**config.mk**
```make
export PLATFORM = sky130hd
export DESIGN_NAME = i2c_write_arbiter
export DESIGN_NICKNAME = d
export VERILOG_FILES = /design/src/rtl/i2c_write_arbiter.sv
export SDC_FILE = /design/constraint.sdc
export NUM_CORES = 1
export LEC_CHECK = 0
export CORE_MARGIN = 5
export CORE_UTILIZATION = 49
export CTS_CLUSTER_DIAMETER = 40
export DETAILED_ROUTE_END_ITERATION = 12
export GPL_TIMING_DRIVEN = 0
export HOLD_SLACK_MARGIN = 0.03
export PLACE_DENSITY = 0.85
export SYNTH_ARGS = -nofsm -noshare
export SYNTH_HDL_FRONTEND = slang
export SYNTH_SLANG_ARGS = --single-unit
```
**constraint.sdc**
```tcl
create_clock -name CLK_I2C -period 2.8 [get_ports CLK_I2C]
set_input_delay 0.84 -clock CLK_I2C [delete_from_list [all_inputs] [get_ports CLK_I2C]]
set_output_delay 0.84 -clock CLK_I2C [all_outputs]
set_load 0.03 [all_outputs]
```
**src/rtl/i2c_write_arbiter.sv**
```systemverilog
// i2c_write_arbiter
// Round-robin arbiter that shares one byte-level I2C write engine between two
// configuration requesters. It issues each 24-bit write, retries on NACK,
// aborts on timeout, inserts a bus-free gap after every engine transaction
// and returns a done/err pulse to the requester that owned the transaction.
module i2c_write_arbiter #(
    parameter int unsigned GAP_CYCLES     = 4,
    parameter int unsigned MAX_RETRY      = 3,
    parameter int unsigned TIMEOUT_CYCLES = 4096
) (
    input  logic        CLK_I2C,
    input  logic        RST,
    input  logic        req0,
    input  logic        req1,
    input  logic [23:0] data0,
    input  logic [23:0] data1,
    output logic        done0,
    output logic        done1,
    output logic        err0,
    output logic        err1,
    output logic        eng_start,
    output logic [23:0] eng_data,
    input  logic        eng_done,
    input  logic        eng_nack,
    output logic        eng_abort,
    output logic        owner,
    output logic        busy
);

    localparam int unsigned RW = (MAX_RETRY > 0) ? $clog2(MAX_RETRY + 1) : 1;
    localparam int unsigned TW = $clog2(TIMEOUT_CYCLES + 1);
    localparam int unsigned GW = $clog2(GAP_CYCLES + 1);

    typedef enum logic [2:0] {
        IDLE,
        ISSUE,
        WAIT,
        RESPOND,
        GAP
    } state_t;

    state_t          state;
    logic            last_owner;
    logic            gap_to_issue;
    logic [RW-1:0]   retry_cnt;
    logic [TW-1:0]   timeout_cnt;
    logic [GW-1:0]   gap_cnt;
    logic            grant;

    // Round-robin pick: a lone requester wins, a tie goes to the one not served last
    always_comb begin
        grant = 1'b0;
        if (req0 && req1) begin
            grant = ~last_owner;
        end else begin
            grant = req1;
        end
    end

    // Scheduler FSM with all outputs registered
    always_ff @(posedge CLK_I2C) begin
        if (RST) begin
            state        <= IDLE;
            last_owner   <= 1'b1;
            gap_to_issue <= 1'b0;
            retry_cnt    <= '0;
            timeout_cnt  <= '0;
            gap_cnt      <= '0;
            done0        <= 1'b0;
            done1        <= 1'b0;
            err0         <= 1'b0;
            err1         <= 1'b0;
            eng_start    <= 1'b0;
            eng_abort    <= 1'b0;
            eng_data     <= '0;
            owner        <= 1'b0;
            busy         <= 1'b0;
        end else begin
            eng_start <= 1'b0;
            eng_abort <= 1'b0;
            done0     <= 1'b0;
            done1     <= 1'b0;
            err0      <= 1'b0;
            err1      <= 1'b0;

            case (state)
                IDLE: begin
                    if (req0 || req1) begin
                        owner     <= grant;
                        eng_data  <= grant ? data1 : data0;
                        retry_cnt <= '0;
                        eng_start <= 1'b1;
                        busy      <= 1'b1;
                        state     <= ISSUE;
                    end
                end

                ISSUE: begin
                    timeout_cnt <= '0;
                    state       <= WAIT;
                end

                WAIT: begin
                    if (eng_done) begin
                        if (!eng_nack) begin
                            done0 <= ~owner;
                            done1 <= owner;
                            state <= RESPOND;
                        end else if (retry_cnt < RW'(MAX_RETRY)) begin
                            retry_cnt    <= retry_cnt + RW'(1);
                            gap_cnt      <= '0;
                            gap_to_issue <= 1'b1;
                            state        <= GAP;
                        end else begin
                            done0 <= ~owner;
                            done1 <= owner;
                            err0  <= ~owner;
                            err1  <= owner;
                            state <= RESPOND;
                        end
                    end else if (timeout_cnt == TW'(TIMEOUT_CYCLES - 1)) begin
                        eng_abort <= 1'b1;
                        state     <= RESPOND;
                    end else begin
                        timeout_cnt <= timeout_cnt + TW'(1);
                    end
                end

                // A timeout enters with eng_abort high and no done yet, so it
                // spends one extra cycle here to emit done/err after the abort.
                RESPOND: begin
                    if (eng_abort) begin
                        done0 <= ~owner;
                        done1 <= owner;
                        err0  <= ~owner;
                        err1  <= owner;
                    end else begin
                        last_owner   <= owner;
                        gap_cnt      <= '0;
                        gap_to_issue <= 1'b0;
                        state        <= GAP;
                    end
                end

                GAP: begin
                    if (gap_cnt == GW'(GAP_CYCLES - 1)) begin
                        if (gap_to_issue) begin
                            eng_start <= 1'b1;
                            state     <= ISSUE;
                        end else begin
                            busy  <= 1'b0;
                            state <= IDLE;
                        end
                    end else begin
                        gap_cnt <= gap_cnt + GW'(1);
                    end
                end

                default: begin
                    busy  <= 1'b0;
                    state <= IDLE;
                end
            endcase
        end
    end

endmodule

```
==> metrics <==
combinational share of power 49.3%; clock power share 14.6%; Ys Warns 0; die footprint 6825 sq um; Post-CTS Setup Bufs 0; number of CTS-inserted buffers 5; Cell Area, Placed 3522 sq um; WS Path Type flip-flop to output pin; initial DRC count 194; CTS clk-pin slew, worst paths 0.10 ns; pwr dens 836.5 nW/um^2; most common cell in the netlist dfxtp_1; largest net degree at the start of global routing 17; Worst Setup End Kind output pin; post-synthesis instance area 2584 sq um; worst path cell trace clkdlybuf4s50_1; vias in the first global route 2,360; post_cts resized 0; VDD IR max 0.0005009 V; first-pass GRT wire length 10,620 um; status complete, no violations; DRT antenna net count 0; sequential-to-total area share from yosys stat 42.62%; fin area 3607 sq um; share of layout cells above drive strength 1 6.085%; fin util 70.63%; Total Nets Final 436; TritonCTS clock tree built; sequential power share 36.1%; Clock Skews 0.006926 ns; root buf cell clkbuf_8; sw frac 41.90%; Global Route Usage Sum 20.40%; asr flop ratio synth 0%; Max Freq 418.8 MHz; IO Pins 86; area leader, netlist dfxtp_1; Power Internal 1.753 mW; total number of vias 2,446; routability cong. 0.8859; met2 usage in global routing 33.97%; Avg WL per Cell 14.92 um; DRT Wirelength 6685 um; Vias/cell 5.460; clk sinks 55; area grow syn2layout 39.61%; Mapped Avg Cell Area 9.066 sq um; GR peak layer met2; slack of the critical path 0.4121 ns; RSZ-0062 raised after global routing no; Synth Register Bits 55; top_reg_cell synth dfxtp_1; antenna fix cells 0; CP bufs+invs 1; first drt pass iteration count 4; Setup crit start owner$_SDFFE_PP0P_; relative slew slack 62.18%; H-Tree Depth 2; Tot Pwr 3.017 mW; top cells by count, synth 55 x dfxtp_1, 46 x nor2_1, 26 x mux2i_1; Core Rows 26; die width 82.62 um; fin crit share 85.28%; Worst Hold Launch gap_cnt[1]$_SDFFE_PP0P_; Setup WS pre-CTS 0.1230 ns; Tmin final 2.388 ns; synth top area cells dfxtp_1 43%, mux2i_1 10%, a211oi_1 7.3%; setup_tns 0 ns; Hold WC Path Type flip-flop to flip-flop; CP delay by family, top buffers and inverters; die height 82.62 um; max-cap violations 0; filler cell count in the final layout 423; Worst Tran Pin Value 0.5662 ns; CP Max Fanout 7; crit path DAT 1.55 ns; P_sw 1.264 mW; Slew Limit Fails 0; top-area cell type share of the netlist area 42.62%; core area 5107 sq um; CP Data Required Time 1.96 ns; GR Layer Usage met1 23.73%; met3 Use GR 8.894%; final hold violations 0; FF/Latch Area 1101 sq um; Mapped Nets 344; Critical Path Max Stage Delay 0.75 ns; Setup Viol. Count Final 0; multi-input logic area 1361 sq um; synth unique cells 46; Critical-path top delay cell clkdlybuf4s50_1; Leak Pwr 1.310 nW; input/output buffers 85; clk_lat worst skew 0.31 ns; Overflow after GRT 0; Initial Util 50.59%; DRC viols 0; number of flops mapped to enable cells by yosys 0; worst flop-to-flop path startpoint timeout_cnt[0]$_SDFFE_PP0P_; Clock Path Buffers 2; Startpoint Class flip-flop; HPWL after DPL 5073 um; cts hold-fix bufs 0; Cells after Synth 285; initial antenna violation count 0
## flip-flops by register name, summed over array words and instances (netlist names)
signal	flops
eng_abort	1
done1	1
done0	1
gap_cnt	3
last_owner	1
err1	1
timeout_cnt	13
state	3
err0	1
busy	1
gap_to_issue	1
eng_start	1
retry_cnt	2
owner	1
eng_data	24
## power by group through the flow
stage	logic [mW]	registers, mW	clock network, mW
2_1_floorplan	0.637	1.38	0
3_3_place_gp	1.47	1.09	0
3_5_place_dp	1.49	1.10	0
4_1_cts	1.50	1.09	0.445
5_1_grt	1.60	1.11	0.472
6_report	1.49	1.09	0.441
## through the flow
step,hold WS (ns),std cells
3_3_place_gp,0.4462,440
3_5_place_dp,0.4548,440
6_report,0.4724,448
4_1_cts,0.4689,448
5_1_grt,0.4968,448
2_1_floorplan,0.4356,285
## area by class of cell
cell class | instances | area share (%)
multi-input combinational | 204 | 37.74
sequential | 55 | 30.52
timing repair buffer | 85 | 23.59
buffer | 21 | 2.844
tap | 70 | 2.428
clock buffer | 7 | 2.116
inverter | 5 | 0.5203
clock inverter | 1 | 0.2428
## logic make-up (layout without fill, tap and decap cells)
kind of cell | count (synthesis) | in the layout | share of synthesized area (%)
flip-flops | 55 | 55 | 42.62
adder cells (fa/ha/maj) | 5 | 5 | 2.421
AO/OA/AOI/OAI | 58 | 58 | 15.35
XOR/XNOR | 7 | 7 | 2.373
AND/OR/NAND/NOR | 108 | 108 | 22.47
buffers and inverters | 26 | 119 | 4.697
multiplexers | 26 | 26 | 10.07
## cells in the final DEF, fill, tap and decap left out, drive strengths merged, types with 2 or more instances in the layout
master          n
or3b            2
xnor2           6
and4            5
or4             2
ha              5
a31oi           4
nand3           5
inv             6
o21ai           8
mux2i          26
a21boi          2
clkbuf         16
nor4            6
nand3b          2
nor2b           3
a21oi          11
clkdlybuf4s50  85
nor3            7
nor3b           3
buf            12
nand4           4
nand2           8
dfxtp          55
nor2           47
nor4b           4
nand2b          6
a211oi         25
## path summary, 6_finish.rpt
check | endpoint | slack, ns | depth (start not counted)
setup reg to reg | timeout_cnt[6]$_SDFFE_PP0P_ | 0.84 | 7
hold / removal | gap_cnt[1]$_SDFFE_PP0P_ | 0.47 | 2
setup / recovery | owner | 0.41 | 1
hold reg to reg | gap_cnt[1]$_SDFFE_PP0P_ | 0.47 | 2
## metal layers
metal	vias up	wire [um]	part of all wire (%)
li1	1213	-	-
met3	7	717	11
met4	0	61	0.91
met1	1135	2858	43
met5	-	0	0
met2	91	3048	46
Note: power is estimated with default switching activity, not from simulation.
